**src/rtl/alu_pkg.sv**
```systemverilog
// Opcode constants, ALU_control codes and the pure RV32I ALU-control decode.
// The illegal flag is carried in alu_dec_t only when ALU_DEC_ILLEGAL_EN is defined.
package alu_pkg;

    localparam logic [6:0] OP_R     = 7'b0110011;
    localparam logic [6:0] OP_I     = 7'b0010011;
    localparam logic [6:0] OP_B     = 7'b1100011;
    localparam logic [6:0] OP_LOAD  = 7'b0000011;
    localparam logic [6:0] OP_STORE = 7'b0100011;
    localparam logic [6:0] OP_JAL   = 7'b1101111;
    localparam logic [6:0] OP_JALR  = 7'b1100111;
    localparam logic [6:0] OP_AUIPC = 7'b0010111;
    localparam logic [6:0] OP_LUI   = 7'b0110111;

    typedef enum logic [4:0] {
        ALU_ADD  = 5'b00000,
        ALU_SUB  = 5'b00010,
        ALU_SLL  = 5'b00100,
        ALU_SLT  = 5'b01000,
        ALU_SLTU = 5'b01100,
        ALU_XOR  = 5'b10000,
        ALU_SRL  = 5'b10100,
        ALU_SRA  = 5'b10110,
        ALU_OR   = 5'b11000,
        ALU_AND  = 5'b11100,
        ALU_BGE  = 5'b11010,
        ALU_BGEU = 5'b11110,
        ALU_LUI  = 5'b11111
    } alu_op_t;

`ifdef ALU_DEC_ILLEGAL_EN
    typedef struct packed {
        logic    illegal;
        alu_op_t op;
    } alu_dec_t;
`else
    typedef struct packed {
        alu_op_t op;
    } alu_dec_t;
`endif

    // alt selects SUB for f3=000 and SRA for f3=101
    function automatic alu_op_t arith_op(input logic [2:0] f3, input logic alt);
        alu_op_t op;
        case (f3)
            3'b000:  op = alt ? ALU_SUB : ALU_ADD;
            3'b001:  op = ALU_SLL;
            3'b010:  op = ALU_SLT;
            3'b011:  op = ALU_SLTU;
            3'b100:  op = ALU_XOR;
            3'b101:  op = alt ? ALU_SRA : ALU_SRL;
            3'b110:  op = ALU_OR;
            default: op = ALU_AND;
        endcase
        return op;
    endfunction

    function automatic alu_dec_t decode_alu(input logic [31:0] instr);
        alu_dec_t   d;
        alu_op_t    op;
        logic       ill;
        logic [6:0] opc;
        logic [2:0] f3;
        logic       f7b5;
        opc  = instr[6:0];
        f3   = instr[14:12];
        f7b5 = instr[30];
        op   = ALU_ADD;
        ill  = 1'b0;
        case (opc)
            OP_R: op = arith_op(f3, f7b5);
            OP_I: op = arith_op(f3, f7b5 & (f3 == 3'b101));
            OP_B: begin
                case (f3)
                    3'b000, 3'b001: op = ALU_SUB;
                    3'b100:         op = ALU_SLT;
                    3'b101:         op = ALU_BGE;
                    3'b110:         op = ALU_SLTU;
                    3'b111:         op = ALU_BGEU;
                    default:        ill = 1'b1;
                endcase
            end
            OP_LOAD, OP_STORE, OP_JAL, OP_JALR, OP_AUIPC: op = ALU_ADD;
            OP_LUI: op = ALU_LUI;
            default: ill = 1'b1;
        endcase
        if (ill) begin
            op = ALU_ADD;
        end
        d.op = op;
`ifdef ALU_DEC_ILLEGAL_EN
        d.illegal = ill;
`endif
        return d;
    endfunction

endpackage

```
**src/rtl/alu_dec_skid.sv**
```systemverilog
// Generic two-entry valid/ready buffer; out_data_o comes straight from the head register
// and in_ready_o depends only on occupancy, so neither port has a combinational through-path.
module alu_dec_skid #(
    parameter int W = 5
) (
    input  logic         clk_i,
    input  logic         rst_i,
    input  logic         in_valid_i,
    input  logic [W-1:0] in_data_i,
    output logic         in_ready_o,
    output logic         out_valid_o,
    output logic [W-1:0] out_data_o,
    input  logic         out_ready_i
);

    logic [1:0]   count_q, count_d;
    logic [W-1:0] head_q, head_d;
    logic [W-1:0] tail_q, tail_d;
    logic         push, pop;

    assign in_ready_o  = (count_q != 2'd2) & ~rst_i;
    assign out_valid_o = (count_q != 2'd0);
    assign out_data_o  = head_q;
    assign push        = in_valid_i & in_ready_o;
    assign pop         = out_valid_o & out_ready_i;

    always_comb begin
        count_d = count_q;
        head_d  = head_q;
        tail_d  = tail_q;
        case (count_q)
            2'd0: begin
                if (push) begin
                    head_d  = in_data_i;
                    count_d = 2'd1;
                end
            end
            2'd1: begin
                case ({push, pop})
                    2'b10: begin
                        tail_d  = in_data_i;
                        count_d = 2'd2;
                    end
                    2'b01:   count_d = 2'd0;
                    2'b11:   head_d  = in_data_i;
                    default: ;
                endcase
            end
            2'd2: begin
                // full: push is blocked, so only a pop can move the tail up
                if (pop) begin
                    head_d  = tail_q;
                    count_d = 2'd1;
                end
            end
            default: count_d = 2'd0;
        endcase
    end

    always_ff @(posedge clk_i or posedge rst_i) begin
        if (rst_i) begin
            count_q <= 2'd0;
            head_q  <= '0;
            tail_q  <= '0;
        end else begin
            count_q <= count_d;
            head_q  <= head_d;
            tail_q  <= tail_d;
        end
    end

endmodule

```
**src/rtl/alu_ctrl_decoder.sv**
```systemverilog
// Pipelined RV32I ALU-control decoder: combinational decode into a two-entry output buffer.
// Define ALU_DEC_ILLEGAL_EN to add the illegal output and carry it through the buffer.
module alu_ctrl_decoder
    import alu_pkg::*;
#(
    parameter int XLEN = 32
) (
    input  logic            CLK,
    input  logic            RSTa,
    input  logic            in_valid,
    input  logic [XLEN-1:0] in_instr,
    output logic            in_ready,
    output logic            out_valid,
    output logic [4:0]      ALU_control,
`ifdef ALU_DEC_ILLEGAL_EN
    output logic            illegal,
`endif
    input  logic            out_ready
);

    alu_dec_t dec_in;
    alu_dec_t dec_out;

    assign dec_in = decode_alu(in_instr);

    alu_dec_skid #(
        .W ($bits(alu_dec_t))
    ) u_skid (
        .clk_i       (CLK),
        .rst_i       (RSTa),
        .in_valid_i  (in_valid),
        .in_data_i   (dec_in),
        .in_ready_o  (in_ready),
        .out_valid_o (out_valid),
        .out_data_o  (dec_out),
        .out_ready_i (out_ready)
    );

    assign ALU_control = dec_out.op;
`ifdef ALU_DEC_ILLEGAL_EN
    assign illegal     = dec_out.illegal;
`endif

endmodule

```
**config.mk**
```make
export PLATFORM = sky130hd
export DESIGN_NAME = alu_ctrl_decoder
export DESIGN_NICKNAME = d
export VERILOG_FILES = /design/src/rtl/alu_pkg.sv /design/src/rtl/alu_dec_skid.sv /design/src/rtl/alu_ctrl_decoder.sv
export SDC_FILE = /design/constraint.sdc
export NUM_CORES = 1
export LEC_CHECK = 0
export CAP_MARGIN = 20
export CORE_ASPECT_RATIO = 1.1
export CORE_MARGIN = 5
export CORE_UTILIZATION = 40
export DETAILED_ROUTE_END_ITERATION = 8
export GPL_ROUTABILITY_DRIVEN = 1
export PLACE_DENSITY = 0.83
export SETUP_SLACK_MARGIN = 0.3
export SYNTH_ARGS = -nofsm -noshare
export SYNTH_HDL_FRONTEND = slang
export SYNTH_SLANG_ARGS = --single-unit
```
**constraint.sdc**
```tcl
create_clock -name CLK -period 2.7 [get_ports CLK]
set_clock_uncertainty 0.1 [all_clocks]
set_input_delay 0.27 -clock CLK [delete_from_list [all_inputs] [get_ports CLK]]
set_output_delay 0.27 -clock CLK [all_outputs]
set_load 0.01 [all_outputs]
```
* After elaboration in Yosys (flattened, before gate mapping)
Cells that the tools add are included.
** Operators by class
- Eq/ne operators :: 26
- Reductions and logical operators :: 10
- Multiplexer cells :: 19
- Bitwise logic cells :: 5
** Operator list (count)
- 5-bit one-hot mux with 7 select lines :: 2
- 5-bit one-hot mux with 5 select lines :: 1
- 7-bit by 6-bit == test with 1-bit output (second input constant) :: 3
- 7-bit == test (second input constant) :: 3
- 5-bit two-way mux :: 4
- 5-bit one-hot mux with 4 select lines :: 1
- 5-bit one-hot mux with 3 select lines :: 1
- 7-bit by 5-bit == test with 1-bit output (second input constant) :: 2
- 3-bit == test (second input constant) :: 4
- 2-bit two-way mux :: 6
- 8-bit OR reduction :: 1
- 7-bit by 2-bit == test with 1-bit output (second input constant) :: 1
- 2-bit == test (second input constant) :: 3
- 3-bit by 2-bit == test with 1-bit output (second input constant) :: 2
- 2-bit one-hot mux with 3 select lines :: 1
- 6-bit OR reduction :: 1
- 1-bit AND :: 4
- 2-bit by 1-bit == test with 1-bit output (second input constant) :: 2
- 2-bit by 1-bit inequality test with 1-bit output (second input constant) :: 2
- 2-bit inequality test (second input constant) :: 2
- 2-bit one-hot mux with 2 select lines :: 1
- 4-bit AND reduction :: 1
- 3-bit by 1-bit == test with 1-bit output (second input constant) :: 1
- 3-bit zero test :: 1
- 10 further kinds :: 10
** Storage, ports and cells
- Input port bits :: 36
- Logic and storage cells :: 63
- Register bits after elaboration :: 12

* Longest topological paths before layout
- Depth after elaboration :: 8
- Mapped depth :: 5
- Gate-level depth less buffers :: 4

* Modules after synthesis
Synthesis repeated with hierarchy kept, for this count alone.
** Unflattened totals
- Cell total of the unflattened synthesis :: 73
- Area, all modules :: 804.5 µm²
** Modules (own cells, without submodules)
- alu_dec_skid :: times used 1, area each 659.4 µm², cells each 50
- alu_ctrl_decoder :: times used 1, area each 145.1 µm², cells each 23

* Worst setup path after synthesis
OpenSTA, ideal clock, no wires.
- Path type :: input-to-reg
- From :: input in_valid
- To :: register u_skid.head_q[0], in the netlist u_skid.out_data_o[0]
- Required time :: 2.475 ns
- Arrival time :: 1.348 ns
- Path slack :: 1.127 ns
- Stages :: 4
- Setup time :: 0.125 ns
- Cells stage by stage :: nor2b_1 nand2_1 o21ai_0 mux2_2
** On the way
- Cells in the longest elaborated chain, start to end :: 4
- Elaborated cells on any way between the ends :: 5
- Those cells by class :: 3 x eq/ne; 1 x bitwise; 1 x reduce/logical
** Ends and longest elaborated chain
- from (decl) :: RTL line alu_ctrl_decoder.sv:10 : input logic in_valid,
- 1-bit AND (*) :: RTL line alu_dec_skid.sv:24 : assign push = in_valid_i & in_ready_o;
- 2-bit == test :: RTL line alu_dec_skid.sv:39 : case ({push, pop})
- 2-bit inequality test (no source line)
- 4-bit AND reduction (no source line) (*)
- to (signal assigned) :: RTL line alu_dec_skid.sv:63 : head_q <= '0;
- to (signal assigned) :: RTL line alu_dec_skid.sv:67 : head_q <= head_d;
- to (decl) :: RTL line alu_dec_skid.sv:17 : logic [W-1:0] head_q, head_d;
Mark *: on every way between the ends. The rest lies on a longest branch, timed or not.
A chain may end at the register's enable or synchronous reset.

* Worst setup path after layout
- From :: register u_skid.count_q[1]
- To :: output in_ready
** On the way
- Cells in the longest elaborated chain, start to end :: 2
** Ends and longest elaborated chain
- from (decl) :: RTL line alu_dec_skid.sv:16 : logic [1:0] count_q, count_d;
- from (signal assigned) :: RTL line alu_dec_skid.sv:66 : count_q <= count_d;
- 2-bit inequality test :: RTL line alu_dec_skid.sv:21 : assign in_ready_o = (count_q != 2'd2) & ~rst_i;
- 1-bit AND :: RTL line alu_dec_skid.sv:21
- to (decl) :: RTL line alu_ctrl_decoder.sv:12 : output logic in_ready,
No other way between the ends.

==> flow_summary.toml <==
[run_status]
status = "completed"

[setup_path]
critPathRequiredTime_ns = 2.33
startpoint_type = "register"
critPathMaxFanout = 7
cp_cell_sequence = "and2b_1 -> nor2_1 -> clkdlybuf4s50_1"
cp-end-kind = "output port"
slowest_stage = "clkdlybuf4s50_1"
worstPathArrival_ns = 1.62
cpPeakStageDelay_ns = 0.54
crit_family = "buffers and inverters"
crit_type = "register to output port"
critPathBufInv = 1

[global_routing]
grt_pass1_wl_mm = 2.78
first_global_vias = 651
overflow = 0
antenna_found_initial = 0
grt_start_max_net_pins = 13
grt_use_total = 0.123

[final_layout]
layout-drive-gt1-share = 0.133
final_area_sq_um = 1000
layout.cells.non_filler = 116
area_growth_pct = 31.7
fillers = 176
register_area_sq_um = 300
multi_input_area_sq_um = 439
diodes = 0
layout.nets = 136

[yosys]
netlist.area_leader.share = 0.395
syn-cell-area_sq_um = 761
ys.flop_type = "dfrtp_1"
synth-edff-count = 0
yosysTopAreaCell = "dfrtp_1"
synth_common_cells = "12 x dfrtp_1, 7 x nand2_1, 6 x nor2_1, 6 x o21ai_0"
synth_area_leaders = "dfrtp_1 39%, mux2_2 4.4%, o21ai_0 3.9%"
syn_nets = 113
synth_cells = 77
synthDistinctLibCells = 33
syn_area_per_cell_sq_um = 9.88
yosysWarnings = 0
synth-seq-cells = 12
synth_seq_area_share = 0.395
async_flop_share = 1.00
yosysMostFrequentCell = "dfrtp_1"

[timing]
setup_viol_count_final = 0
finalCriticalPeriod_ns = 1.99
rsz0062_at_grt = "false"
post-route-period-util = 0.739
clock.fmax_ghz = 0.501
layout_setup_ws_ns = 0.706
slew_headroom = 0.666
hold_slack_ns = 0.281
slew_violations = 0
hold_viol = 0
tightest_slew_ns = 0.499
setup_tns_ns = 0

[cts]
cts-root-buf = "clkbuf_4"
ctsResizeCount = 0
cts_setup_buffers = 0
cts_buffers = 3
clockBufferDepth = 2
cts_tree = "built"
cts_sinks = 12
hold_buffers = 0
htree_levels = 1
clk-insertion-delay-late_ns = 0.27
path_clk_slew_ns = 0.07

[floorplanning]
start_util = 0.422
num_rows = 16
dieArea_sq_um = 2880
num_io_pins = 43
die_w_um = 51.6
die_y_um = 55.7
core_area_sq_um = 1800

[placement]
placed_area_sq_um = 980
dp_hpwl_mm = 1.24
dp_slack_ns = 0.452
port_buffers = 21
placed_cells = 113
place_congestion = 0.748

[route]
drt-wirelength-per-cell_um = 13.4
num_vias = 685
routed_via_density = 5.91
dr.pass1.iters = 3
drc = 0
drt-total-wl_mm = 1.56
drtAntennaViolNets = 0
drt_iter0_drc = 14

[min_path]
worstHoldPathType = "primary input to async pin"

[flow_run]
maxCapViolCount = 0

[power_and_ir_drop]
power.leakage_nw = 0.443
ir_worst_vdd_uv = 215
powerDensity_nw_per_um2 = 437
state kept, by name, summed over array words and instances, names as in the netlist:
signal	cells
u_skid.tail_q	5
u_skid.out_data_o	5
u_skid.count_q	2
per-layer routing:
layer,wire length [um],vias to the layer above,global-route usage,share of wire
li1,-,339,-,-
met1,627,317,0.138,0.40
met2,779,24,0.213,0.50
met3,108,5,0.0134,0.069
met4,44,0,0.0787,0.028
met5,0,-,0,0
logic make-up after synthesis:
logic type | share of synthesized area
buffers and inverters | 0.0280
DFF | 0.395
and+or+nand+nor | 0.273
AOI/OAI and AO/OA | 0.234
muxes | 0.0707
final cells by class:
type | instances | share of cell area
Inverter | 2 | 0.00749
Sequential cell | 12 | 0.300
Multi-Input combinational cell | 60 | 0.438
Tap cell | 18 | 0.0225
Timing Repair Buffer | 21 | 0.210
Clock buffer | 3 | 0.0225
power by group:
group	switching, mW	internal, mW	leakage, nW	total, mW
sequential	0.0116	0.195	0.163	0.207
clock	0.0553	0.0516	0.0138	0.107
combinational	0.0541	0.0707	0.266	0.125
total	0.121	0.317	0.443	0.438
per-stage QoR:
step | utilization | power (mW)
after floorplan | - | 0.271
after CTS | 0.556 | 0.441
final | 0.556 | 0.438
after global placement | 0.544 | 0.331
after global routing | 0.556 | 0.463
after detailed placement | 0.544 | 0.336
final timing paths:
check | start | cells past startpoint | endpoint | slack, ns
max | u_skid.count_q[1] | 3 | in_ready | 0.71
min | RSTa | 2 | u_skid.count_q[0] | 0.28
min in group CLK | u_skid.tail_q[2] | 2 | u_skid.tail_q[2] | 0.37
max in group asynchronous | RSTa | 2 | u_skid.tail_q[4] | 1.90
min reg2reg | u_skid.tail_q[2] | 2 | u_skid.tail_q[2] | 0.37
max reg2reg | u_skid.count_q[0] | 4 | u_skid.out_data_o[1] | 0.94
layout by cell type (no fill, tap or decap):
| cell | count |
|---|---|
| nor4b_1 | 1 |
| dfrtp_1 | 12 |
| or4b_1 | 1 |
| nand2_1 | 7 |
| nand2b_1 | 2 |
| nor3b_1 | 2 |
| a41oi_1 | 2 |
| nor2_1 | 6 |
| and4bb_2 | 2 |
| o21ai_0 | 6 |
| inv_1 | 2 |
| a22oi_1 | 1 |
| a21o_1 | 3 |
| a31oi_1 | 2 |
| o21ai_2 | 1 |
| mux2i_1 | 2 |
| nand4bb_1 | 1 |
| nor2b_1 | 2 |
| o2111ai_1 | 1 |
| a41o_1 | 1 |
| a21oi_1 | 2 |
| clkdlybuf4s50_1 | 21 |
| nand3_1 | 3 |
| and2_1 | 1 |
| a311oi_1 | 1 |
| nor2b_4 | 1 |
| and2b_1 | 1 |
| a221oi_4 | 1 |
| clkbuf_4 | 3 |
| and4b_2 | 1 |
| mux2_2 | 3 |
| o211ai_1 | 2 |
| and3b_2 | 1 |
Note: power is estimated with default switching activity, not from simulation.
